## src/rtl/tdm_demux_4ch_if.sv

```systemverilog
// Bus bundle for the 4-channel TDM receiver: line-side inputs plus the
// recovered channels and frame status.
interface tdm_demux_4ch_if #(
    parameter int WIDTH = 1
);
    logic             en;
    logic             sync;
    logic [WIDTH-1:0] din;
    logic [WIDTH-1:0] out0;
    logic [WIDTH-1:0] out1;
    logic [WIDTH-1:0] out2;
    logic [WIDTH-1:0] out3;
    logic [1:0]       sel;
    logic             locked;
    logic             frame_valid;
    logic             sync_err;

    // Line source / consumer side.
    modport master (
        output en, sync, din,
        input  out0, out1, out2, out3, sel, locked, frame_valid, sync_err
    );

    // Receiver side.
    modport slave (
        input  en, sync, din,
        output out0, out1, out2, out3, sel, locked, frame_valid, sync_err
    );
endinterface

```

## src/rtl/tdm_demux_4ch.sv

```systemverilog
// Receive end of a 4:1 TDM line. Slots 0..2 are collected in shadow
// registers and the whole frame is published on the slot-3 edge, so the
// outputs never show a partial frame. A sync marks slot 0 and (re)aligns
// the slot counter; a sync arriving mid-frame while locked is flagged.
module tdm_demux_4ch #(
    parameter int WIDTH = 1
) (
    input  logic                clk,
    input  logic                rst,
    tdm_demux_4ch_if.slave      bus
);

    logic [WIDTH-1:0] shadow_r [0:2];
    logic [WIDTH-1:0] out_r    [0:3];
    logic [1:0]       sel_r;
    logic             locked_r;
    logic             frame_valid_r;
    logic             sync_err_r;
    logic             misaligned_s;

    // A sync is out of place only once locked and not at a frame boundary.
    assign misaligned_s = locked_r & (sel_r != 2'd0);

    // Slot counter, shadow capture, frame publish and status pulses.
    always_ff @(posedge clk) begin
        if (rst) begin
            sel_r         <= 2'd0;
            locked_r      <= 1'b0;
            frame_valid_r <= 1'b0;
            sync_err_r    <= 1'b0;
            for (int i = 0; i < 3; i++) begin
                shadow_r[i] <= {WIDTH{1'b0}};
            end
            for (int i = 0; i < 4; i++) begin
                out_r[i] <= {WIDTH{1'b0}};
            end
        end else begin
            // Status flags are single-cycle pulses.
            frame_valid_r <= 1'b0;
            sync_err_r    <= 1'b0;
            if (bus.en) begin
                if (bus.sync) begin
                    // Frame start (or realignment): restart collection at slot 0
                    // and drop any partially gathered slots.
                    sync_err_r  <= misaligned_s;
                    shadow_r[0] <= bus.din;
                    shadow_r[1] <= {WIDTH{1'b0}};
                    shadow_r[2] <= {WIDTH{1'b0}};
                    sel_r       <= 2'd1;
                    locked_r    <= 1'b1;
                end else if (locked_r) begin
                    case (sel_r)
                        2'd0: shadow_r[0] <= bus.din;
                        2'd1: shadow_r[1] <= bus.din;
                        2'd2: shadow_r[2] <= bus.din;
                        2'd3: begin
                            // Last slot: publish the complete frame in one edge.
                            out_r[0]      <= shadow_r[0];
                            out_r[1]      <= shadow_r[1];
                            out_r[2]      <= shadow_r[2];
                            out_r[3]      <= bus.din;
                            frame_valid_r <= 1'b1;
                        end
                        default: sel_r <= 2'd0;
                    endcase
                    sel_r <= sel_r + 2'd1;
                end else begin
                    // Unlocked and no sync: the line carries nothing usable.
                    sel_r <= 2'd0;
                end
            end else begin
                // Enable low: hold everything except the pulses cleared above.
                sel_r <= sel_r;
            end
        end
    end

    assign bus.out0        = out_r[0];
    assign bus.out1        = out_r[1];
    assign bus.out2        = out_r[2];
    assign bus.out3        = out_r[3];
    assign bus.sel         = sel_r;
    assign bus.locked      = locked_r;
    assign bus.frame_valid = frame_valid_r;
    assign bus.sync_err    = sync_err_r;

endmodule
```

## src/flat_wrapper.sv

```systemverilog
// flat-port wrapper written by rule: the top's interface ports become plain ports
module tdm_demux_4ch_flat 
#(
    parameter int WIDTH = 1
)
  (clk, rst, bus_en, bus_sync, bus_din, bus_out0, bus_out1, bus_out2, bus_out3, bus_sel, bus_locked, bus_frame_valid, bus_sync_err);
  tdm_demux_4ch_if #(.WIDTH(WIDTH)) bus_i ();
  input  logic clk;
  input  logic rst;
  input wire logic [$bits(bus_i.en)-1:0] bus_en;
  input wire logic [$bits(bus_i.sync)-1:0] bus_sync;
  input wire logic [$bits(bus_i.din)-1:0] bus_din;
  output wire logic [$bits(bus_i.out0)-1:0] bus_out0;
  output wire logic [$bits(bus_i.out1)-1:0] bus_out1;
  output wire logic [$bits(bus_i.out2)-1:0] bus_out2;
  output wire logic [$bits(bus_i.out3)-1:0] bus_out3;
  output wire logic [$bits(bus_i.sel)-1:0] bus_sel;
  output wire logic [$bits(bus_i.locked)-1:0] bus_locked;
  output wire logic [$bits(bus_i.frame_valid)-1:0] bus_frame_valid;
  output wire logic [$bits(bus_i.sync_err)-1:0] bus_sync_err;
  assign bus_i.en = bus_en;
  assign bus_i.sync = bus_sync;
  assign bus_i.din = bus_din;
  assign bus_out0 = bus_i.out0;
  assign bus_out1 = bus_i.out1;
  assign bus_out2 = bus_i.out2;
  assign bus_out3 = bus_i.out3;
  assign bus_sel = bus_i.sel;
  assign bus_locked = bus_i.locked;
  assign bus_frame_valid = bus_i.frame_valid;
  assign bus_sync_err = bus_i.sync_err;
  tdm_demux_4ch #(.WIDTH(WIDTH)) u_core (.clk(clk), .rst(rst), .bus(bus_i));
endmodule
```

## config.mk

```make
export PLATFORM = sky130hd
export DESIGN_NAME = tdm_demux_4ch_flat
export DESIGN_NICKNAME = d
export VERILOG_FILES = /design/src/rtl/tdm_demux_4ch_if.sv /design/src/rtl/tdm_demux_4ch.sv /design/src/flat_wrapper.sv
export SDC_FILE = /design/constraint.sdc
export NUM_CORES = 1
export LEC_CHECK = 0
export CORE_MARGIN = 5
export CORE_UTILIZATION = 35
export DETAILED_ROUTE_END_ITERATION = 8
export PLACE_DENSITY = 0.67
export REMOVE_ABC_BUFFERS = 1
export SYNTH_ARGS = -nofsm -noshare
export SYNTH_HDL_FRONTEND = slang
export SYNTH_SLANG_ARGS = --single-unit
```

## constraint.sdc

```tcl
create_clock -name clk -period 2.3 [get_ports clk]
set_input_delay 0.46 -clock clk [delete_from_list [all_inputs] [get_ports clk]]
set_output_delay 0.46 -clock clk [all_outputs]
set_load 0.1 [all_outputs]
```

==> qor.csv, run 1 <==
metric,value,unit
cts-hold-fix-buffers,0,
power.ir.vdd_worst,320.0,uV
firstDrtPassIters,4,
placeableCoreArea,1708,um^2
timing.critical_path.to_type,primary output,
slowest_delay,560,ps
io_buffers,13,
setup.reg_to_reg.worst_slack,890,ps
number_of_different_library_cells_in_the_post_synthesis_netlist,23,
cp_top_family,flip-flops,
max_clock_freq,0.6033,GHz
number_of_remaining_drc_errors,0,
path_class,flip-flop to primary output,
syn_area_per_cell,11.59,um^2
clock_latency,260,ps
standard_cell_row_count,15,
die_area,2733,um^2
grt_first_pass_wirelength,1828,um
fill_cells,167,
routabilityCongestion,0.7740,
vias,418,
min-delay-path-class,flip-flop to flip-flop,
floorplan.initialDensity,0.3663,
clock_transition_time_at_the_flip_flop_clock_pins_of_the_worst_setup_and_hold_paths,70,ps
dpl.hpwl,803.9,um
cts_tree,done,
ys_seq_area_frac,0.4960,
first_global_vias,417,
postSynthRegisterBits,12,
nNetsFinal,78,
fin_ws,642.4,ps
synth-edff-count,7,
multi_input_comb_area,265.3,um^2
drt-wirelength-per-cell,11.12,um
postCtsSetupBuffers,0,
timing.critical_path.required,1840,ps
setup_viol_count_final,0,
post_synth_instance_area,625.6,um^2
drv.max_cap_violation_count,0,
grt_start_max_net_pins,12,
setup_tns,0,ps
finalWirelength,1034,um
netlist_instances,54,
grt_antenna_before_repair,0,
timing_max_transition_violations_final,0,
layout_common_cells,"buf_4 (9), edfxtp_1 (7), inv_1 (6), nor3_1 (6), dfxtp_1 (5)",
finalHoldViolCount,0,
final_common_cell,buf_4,
yosys_warn_count,0,
cts_resized,0,
vias_per_cell,4.495,
ff_latch_area,310.3,um^2
critical-path-slowest-cell,dfxtp_1,
dr.first_iter.drc_count,7,
final_layout_size_suffix_gt1_frac,0.3088,
cts.sink_count,12,
max_buffers_root_to_sink,2,
worstPathCellList,buf_4,
gr-total-overflow,0,
period_minus_slack,1658,ps
root_buffer,clkbuf_4,
dominantRegCellSynth,edfxtp_1,
route.antenna.remaining_nets,0,
fin_worst_hold_slack,550.6,ps
h-tree-depth,1,
p_leak,0.3332,nW
design.portCount,14,
global_router_s_overall_resource_usage,0.09226,
nature_of_the_critical_path_startpoint,flip-flop,
arrival,1200,ps
outcome,"finished, final reports clean",
layout-area-overhead-vs-synth,22.60,%
async_flop_share,0,
skew,1.140,ps
rsz0062_at_grt,no,
maxSlewHeadroom,0.6984,
max_slew.worst_pin.slew,450.9,ps
power.density,597.4,nW/um^2
insertedDiodeCount,0,
dp_slack,448.3,ps
die_extent_in_x,52.28,um
numCtsBuffers,3,
die_height,52.28,um
timing.critical_path.fanout_max,10,
post-route-period-util,0.7207,
crit_buf_inv,1,
routing by layer:
layer  vias to the layer above  routed length, um  global-route usage
met5                         -                  0                   0
met4                         0                  0             0.01277
met3                         0                 72             0.05128
met2                        12                487              0.1402
met1                       189                474              0.1167
li1                        217                  -                   -
flip-flops by register name (all words and copies together), names as in the netlist:
| signal | flops |
|---|---|
| u_core.out_r | 4 |
| u_core.bus.frame_valid | 1 |
| u_core.shadow_r | 3 |
| u_core.bus.sync_err | 1 |
| u_core.bus.sel | 2 |
| u_core.bus.locked | 1 |
synth_stat cells (2+ instances only):
cell type  number  share of area
edfxtp_1        7           0.34
inv_1           6          0.036
nor3_1          6          0.048
dfxtp_1         5           0.16
ha_1            4          0.080
a21o_1          3          0.036
a21o_2          3          0.042
a21oi_1         3          0.024
nand2b_1        2          0.020
nor2_1          2          0.012
report_power, final:
| part | total, W | switching [W] | internal (W) |
|---|---|---|---|
| Clock | 0.000125 | 0.0000625 | 0.0000626 |
| Combinational | 0.0000902 | 0.0000621 | 0.0000281 |
| Sequential | 0.000243 | 0.00000776 | 0.000235 |
| Total | 0.000458 | 0.000132 | 0.000326 |
path summary, 6_finish.rpt:
kind                                         from                    end  cells after the start
worst max-delay path            u_core.bus.locked             bus_locked                      1
worst min register to register  u_core.bus.sel[1]      u_core.bus.sel[1]                      2
worst max register to register  u_core.bus.sel[0]  u_core.shadow_r[0][0]                      4
worst min-delay path            u_core.bus.sel[1]      u_core.bus.sel[1]                      2
kinds of logic after synthesis:
group,after synthesis,synth area share
adder cells (fa/ha/maj),4,0.08000
AO/OA/AOI/OAI,12,0.1540
flip-flops,12,0.4960
AND/OR/NAND/NOR,16,0.1900
buffers and inverters,10,0.07999
worst register-to-register path: cells and delay by family, from the launching register on:
kind | cells | cell delay [ps]
compound gates | 2 | 400
fa+ha+maj | 1 | 250
buf+inv | 1 | 100
flops | 1 | 430
stage by stage:
stage / instance area, um^2 / instances / total power [W] / util
2_1_floorplan: 601.8 / 51 / 0.0003110 / -
6_report: 767.0 / 93 / 0.0004582 / 0.4491
4_1_cts: 767.0 / 93 / 0.0004665 / 0.4491
3_5_place_dp: 740.7 / 89 / 0.0003384 / 0.4337
3_3_place_gp: 740.7 / 89 / 0.0003372 / 0.4337
5_1_grt: 767.0 / 93 / 0.0004852 / 0.4491
final cells by class:
cell class / instances / area share
repair buffers: 13 / 0.1403
well taps: 25 / 0.04078
clock inverters: 1 / 0.004894
flip-flops and latches: 12 / 0.4046
inverters: 7 / 0.03426
clock buffers: 3 / 0.02936
multi-input cells: 32 / 0.3458
(Power assumes the default switching activity.)
==> run 2, diff against run 1 <==
--- a/config.mk
+++ b/config.mk
@@ -8,7 +8,7 @@
 export CORE_MARGIN = 5
 export CORE_UTILIZATION = 35
 export DETAILED_ROUTE_END_ITERATION = 8
-export PLACE_DENSITY = 0.67
+export PLACE_DENSITY = 0.69
 export REMOVE_ABC_BUFFERS = 1
 export SYNTH_ARGS = -nofsm -noshare
 export SYNTH_HDL_FRONTEND = slang
==> constraint.sdc (replaced) <==
create_clock -name clk -period 1.48 [get_ports clk]
set_input_delay 0.296 -clock clk [delete_from_list [all_inputs] [get_ports clk]]
set_output_delay 0.296 -clock clk [all_outputs]
set_load 0.1 [all_outputs]
==> run 2 against run 1 <==
  * Count of clock-buffer cells in the layout increased by 1
  * Die area unchanged
  * Via count increased by 8.6%
  * Critical path depth increased by 3
  * First-iteration DRC count unchanged
  * Utilization increased by 11 points
  * Cell area increased by 25%
  * Hold slack improved by 65 ps
  * Wire length increased by 9.6%
  * Sequential power increased by 56%
  * Critical path type is now flip-flop to flip-flop
  * Critical endpoint is now u_core.shadow_r[0][0]
==> qor.csv, run 2 (synthesized netlist as in run 1, its figures left out) <==
metric,value,unit,change
largest-register,u_core.out_r,,
critical-path-slowest-cell,dfxtp_1,,
global_router_s_overall_resource_usage,0.09964,,+0.007380
hold-path-cell-count,2,,unchanged
final_core_utilization,0.5604,,+0.1114
drv.max_cap_violation_count,0,,unchanged
dpl.hpwl,897,um,+12%
clock_latency,270,ps,about the same
drt-wirelength-per-cell,11.11,um,about the same
cts.sink_count,12,,unchanged
h-tree-depth,1,,unchanged
root_buffer,clkbuf_4,,
combinationalPowerShare,0.222,,+0.025
timing.critical_path.required,1500,ps,-340 ps
design.portCount,14,,unchanged
max_buffers_root_to_sink,2,,unchanged
standard_cell_row_count,15,,unchanged
grt_first_pass_wirelength,2028,um,+11%
numCtsBuffers,3,,unchanged
cts_tree,done,,
power_report.internal_total,0.0005928,W,+82%
timing_max_transition_violations_final,0,,unchanged
design_power_total,0.0008151,W,+78%
vias_per_cell,4.451,,-0.97%
cts-hold-fix-buffers,0,,unchanged
insertedDiodeCount,0,,unchanged
setup_viol_count_final,0,,unchanged
nature_of_the_critical_path_startpoint,flip-flop,,
rsz0062_at_grt,yes,,
timing.hold.worst_endpoint,u_core.out_r[2],,
timing.critical_path.to_type,flip-flop,,
firstDrtPassIters,4,,unchanged
placeableCoreArea,1708,um^2,unchanged
maxSlewHeadroom,0.6999,,+0.001455
timing.rr.end,u_core.shadow_r[0][0],,
finalHoldViolCount,0,,unchanged
power_switching_share,0.2727,,-0.01635
timing.rr.start,u_core.bus.sel[0],,
fin_ws,62.30,ps,-580.1 ps
vias,454,,+8.6%
worstPathCellList,inv_1 > ha_1 > o31ai_1 > a21oi_1,,
dr.first_iter.drc_count,7,,unchanged
power.share.clock,0.313,,+0.040
floorplan.initialDensity,0.3663,,unchanged
timing.reg2reg.worst_path_depth,4,,unchanged
power_frac_seq,0.465,,-0.065
dp_slack,-73.51,ps,-521.8 ps
gr-total-overflow,0,,unchanged
layout_common_cells,"buf_12 (9), buf_4 (9), edfxtp_1 (7), inv_1 (6), nor3_1 (6)",,
cts_resized,0,,unchanged
setup.reg_to_reg.worst_slack,60,ps,-830 ps
power.ir.vdd_worst,805.1,uV,+150%
power.density,851.6,nW/um^2,+43%
post-route-period-util,0.9579,,
timing.hold.worst.start,u_core.shadow_r[0][2],,
skew,0.8089,ps,-0.3307 ps
grt_start_max_net_pins,11,,-1
max_clock_freq,0.7054,GHz,
max_slew.worst_pin.slew,449.6,ps,-1.384 ps
clock_transition_time_at_the_flip_flop_clock_pins_of_the_worst_setup_and_hold_paths,70,ps,about the same
p_leak,0.4138,nW,+24%
routabilityCongestion,0.7506,,-3.0%
min-delay-path-class,flip-flop to flip-flop,,
slowest_delay,400,ps,-160 ps
route.antenna.remaining_nets,0,,unchanged
number_of_remaining_drc_errors,0,,unchanged
timing.critical_path.fanout_max,4,,-6
die_area,2733,um^2,unchanged
nNetsFinal,87,,+12%
first_global_vias,503,,+21%
layout-area-overhead-vs-synth,53.00,%,
io_buffers,13,,unchanged
path_class,flip-flop to flip-flop,,
die_extent_in_x,52.28,um,unchanged
final_layout_size_suffix_gt1_frac,0.4026,,+0.09377
finalWirelength,1133,um,+9.6%
largest_register_ffs,4,,unchanged
grt_antenna_before_repair,0,,unchanged
die_height,52.28,um,unchanged
period_minus_slack,1418,ps,
arrival,1440,ps,+240 ps
p_switching,0.0002223,W,+68%
outcome,"finished, final reports clean",,
postCtsSetupBuffers,0,,unchanged
## run 2: cell count changes in the layout (fill, tap and decap cells not counted)
cell,delta
buf_12,+9
clkbuf_8,+1
clkinv_1,-1
## run 2: final cells by class
cell class | instances | area (um^2)
inverters | 7 | 26.28
clock buffers | 4 | 36.28
fillers | 147 | 750.7
multi-input cells | 32 | 265.3
well taps | 25 | 31.28
flip-flops and latches | 12 | 310.3
repair buffers | 22 | 287.8
## run 2: worst max path at each step
stage / from / to / cells past startpoint / slack, ps
final: u_core.bus.sel[0] / u_core.shadow_r[0][0] / 4 / 60
after global routing: u_core.bus.sel[0] / u_core.shadow_r[0][0] / 4 / -4
after CTS: u_core.bus.locked / bus_locked / 1 / 60
after detailed placement: bus_sync / u_core.out_r[3] / 3 / -70
after global placement: bus_sync / u_core.out_r[2] / 3 / -30
after floorplan: u_core.bus.sel[0] / u_core.shadow_r[0][0] / 4 / -570
## run 2: critical path: cells and delay by family (launching register included)
kind / cells / cell delay (ps)
buf+inv: 1 / 80
compound gates: 2 / 430
flops: 1 / 400
fa+ha+maj: 1 / 250
## run 2: power groups by stage
stage	logic, W	clock network, W	registers (W)
after CTS	0.000182	0.000267	0.000379
after global routing	0.000191	0.000281	0.000381
final	0.000181	0.000255	0.000379
after detailed placement	0.000181	0	0.000387
after global placement	0.000180	0	0.000386
after floorplan	0.0000419	0	0.000441
## run 2: metal layers
metal / vias to the layer above / global-route usage / wire length (um)
li1: 234 / - / -
met1: 205 / 0.1070 / 490
met2: 15 / 0.1715 / 559
met3: 0 / 0.05128 / 83
met4: 0 / 0.02553 / 0
met5: - / 0 / 0
## run 2: per-stage QoR
| step | setup TNS (ps) | hold WS (ps) | cells | area [um^2] |
|---|---|---|---|---|
| after floorplan | -6673 | 363.9 | 51 | 601.8 |
| after global placement | -190.1 | 608.2 | 98 | 920.9 |
| after CTS | 0 | 620.0 | 102 | 957.2 |
| final | 0 | 615.8 | 102 | 957.2 |
| after detailed placement | -412.5 | 605.6 | 98 | 920.9 |
| after global routing | -4.384 | 637.7 | 102 | 957.2 |
==> run 3, diff against run 2 <==
--- a/config.mk
+++ b/config.mk
@@ -6,9 +6,9 @@
 export NUM_CORES = 1
 export LEC_CHECK = 0
 export CORE_MARGIN = 5
-export CORE_UTILIZATION = 35
+export CORE_UTILIZATION = 47
 export DETAILED_ROUTE_END_ITERATION = 8
-export PLACE_DENSITY = 0.69
+export PLACE_DENSITY = 0.83
 export REMOVE_ABC_BUFFERS = 1
 export SYNTH_ARGS = -nofsm -noshare
 export SYNTH_HDL_FRONTEND = slang
==> constraint.sdc (replaced) <==
create_clock -name clk -period 1.52 [get_ports clk]
set_input_delay 0.304 -clock clk [delete_from_list [all_inputs] [get_ports clk]]
set_output_delay 0.304 -clock clk [all_outputs]
set_load 0.1 [all_outputs]
==> run 3 against run 2 <==
  * Register-to-register slack better by 20 ps
  * Wire length is 8.1% higher
  * Critical path depth stayed put
  * Clock skew is 3.5 ps higher
  * Non-clock buffer count is 1 lower
  * Cell area is 3.1% lower
  * Die area is 21% lower
  * Utilization is 16 points higher
  * Largest cell class unchanged
  * Hold slack worse by 61 ps
  * Via count is 2.6% higher
==> qor.csv, run 3 (synthesized netlist as in run 1, its figures left out) <==
metric,value,unit,change
outcome,"finished, final reports clean",,
period_minus_slack,1433,ps,+15.53 ps
final_core_utilization,0.7215,,+0.1611
cts.sink_count,12,,unchanged
hold-path-cell-count,2,,unchanged
finalHoldViolCount,0,,unchanged
die_extent_in_x,46.49,um,-11%
timing.rr.end,u_core.shadow_r[0][0],,
largest-register,u_core.out_r,,
dpl.hpwl,944.5,um,+5.3%
h-tree-depth,1,,unchanged
slowest_delay,460,ps,+60 ps
layout_common_cells,"buf_12 (9), buf_4 (8), edfxtp_1 (7), inv_1 (6), nor3_1 (6)",,
final_common_cell,buf_12,,
die_area,2161,um^2,-21%
numCtsBuffers,3,,unchanged
cts-hold-fix-buffers,0,,unchanged
timing.critical_path.required,1570,ps,+70 ps
post_dp_cell_area,900.9,um^2,-2.2%
postCtsSetupBuffers,0,,unchanged
setup_viol_count_final,0,,unchanged
setup.reg_to_reg.worst_slack,90,ps,+20 ps
timing.hold.worst_endpoint,u_core.bus.sel[0],,
standard_cell_row_count,13,,-2
io_buffers,13,,unchanged
floorplan.initialDensity,0.4869,,+0.1206
max_slew.worst_pin.slew,298.5,ps,-151.0 ps
path_class,flip-flop to flip-flop,,
grt_first_pass_wirelength,1966,um,-3.1%
timing.reg2reg.worst_path_depth,4,,unchanged
layout-area-overhead-vs-synth,48.20,%,
number_of_remaining_drc_errors,0,,unchanged
drt-wirelength-per-cell,13.46,um,+21%
worstPathCellList,inv_1 > ha_1 > a21o_1 > a21o_2,,
rsz0062_at_grt,no,,
timing.critical_path.fanout_max,5,,+1
max_clock_freq,0.6977,GHz,-1.1%
nature_of_the_critical_path_startpoint,flip-flop,,
critical-path-slowest-cell,dfxtp_1,,
arrival,1490,ps,+50 ps
route.antenna.remaining_nets,0,,unchanged
crit_buf_inv,1,,unchanged
post-route-period-util,0.9429,,-0.01499
power.ir.vdd_worst,459.0,uV,-43%
routabilityCongestion,0.8821,,+18%
gr-total-overflow,0,,unchanged
setup_tns,0,ps,unchanged
root_buffer,clkbuf_4,,
maxSlewHeadroom,0.8003,,+0.1005
grt_start_max_net_pins,8,,-3
final_layout_size_suffix_gt1_frac,0.3816,,-0.02102
dp.cells,87,,-11%
dp_slack,-56.10,ps,+17.41 ps
timing.rr.start,u_core.bus.sel[1],,
insertedDiodeCount,0,,unchanged
first_global_vias,433,,-14%
timing.hold.worst.start,u_core.bus.sel[0],,
cp_top_family,flip-flops,,
timing_max_transition_violations_final,0,,unchanged
die_height,46.49,um,-11%
power.density,815.1,nW/um^2,-4.3%
timing.critical_path.to_type,flip-flop,,
vias,466,,+2.6%
drv.max_cap_violation_count,0,,unchanged
firstDrtPassIters,3,,-1
grt_antenna_before_repair,0,,unchanged
finalWirelength,1225,um,+8.1%
fin_ws,86.77,ps,+24.47 ps
cts_tree,done,,
nNetsFinal,86,,-1.1%
global_router_s_overall_resource_usage,0.1311,,+0.03145
p_leak,0.4031,nW,-2.6%
placeableCoreArea,1285,um^2,-25%
dr.first_iter.drc_count,3,,-4
layoutNonFillerInstCount,91,,-11%
min-delay-path-class,flip-flop to flip-flop,,
vias_per_cell,5.121,,+15%
max_buffers_root_to_sink,2,,unchanged
design.portCount,14,,unchanged
clock_latency,280,ps,about the same
cts_resized,0,,unchanged
largest_register_ffs,4,,unchanged
clock_transition_time_at_the_flip_flop_clock_pins_of_the_worst_setup_and_hold_paths,80,ps,about the same
design_area,927.1,um^2,-3.1%
skew,4.336,ps,+3.527 ps
run 3: final cells by class:
class | instances | area, um^2
Timing Repair Buffer | 21 | 280.3
Clock inverter | 1 | 3.754
Multi-Input combinational cell | 32 | 265.3
Fill cell | 84 | 357.8
Inverter | 7 | 26.28
Tap cell | 15 | 18.77
Sequential cell | 12 | 310.3
Clock buffer | 3 | 22.52
run 3: through the flow:
| step | total power [W] | hold WS (ps) |
|---|---|---|
| 2_1_floorplan | 0.0004706 | 371.9 |
| 3_3_place_gp | 0.0005510 | 530.7 |
| 3_5_place_dp | 0.0005545 | 547.5 |
| 4_1_cts | 0.0007596 | 562.2 |
| 5_1_grt | 0.0007890 | 602.4 |
| 6_report | 0.0007557 | 554.8 |
run 3: metal layers:
layer,track usage,vias up,part of all wire
li1,-,236,-
met1,0.1619,212,0.42
met2,0.2198,16,0.51
met3,0.02734,2,0.065
met4,0.05114,0,0.0082
met5,0,-,0
run 3: worst register-to-register path: cells and delay by family, from the launching register on:
kind                     cells  cell delay [ps]
adder cells (fa/ha/maj)      1              250
AO/OA/AOI/OAI                2              410
buffers and inverters        1              100
flip-flops                   1              460
run 3: report_power, final:
| group | switching, W | internal (W) | total, W |
|---|---|---|---|
| clock network | 0.000112 | 0.0000952 | 0.000208 |
| registers | 0.0000111 | 0.000356 | 0.000367 |
| logic | 0.000105 | 0.0000764 | 0.000181 |
| total | 0.000228 | 0.000527 | 0.000756 |
run 3: worst max path at each step:
stage | start | slack (ps) | to | cells after the start
finish | u_core.bus.sel[1] | 90 | u_core.shadow_r[0][0] | 4
CTS | u_core.bus.locked | 90 | bus_locked | 2
global route | u_core.bus.sel[1] | 20 | u_core.shadow_r[0][0] | 4
floorplan | u_core.bus.sel[0] | -530 | u_core.shadow_r[0][0] | 4
global placement | bus_sync | 9 | u_core.out_r[3] | 3
detailed placement | bus_sync | -60 | u_core.out_r[3] | 3
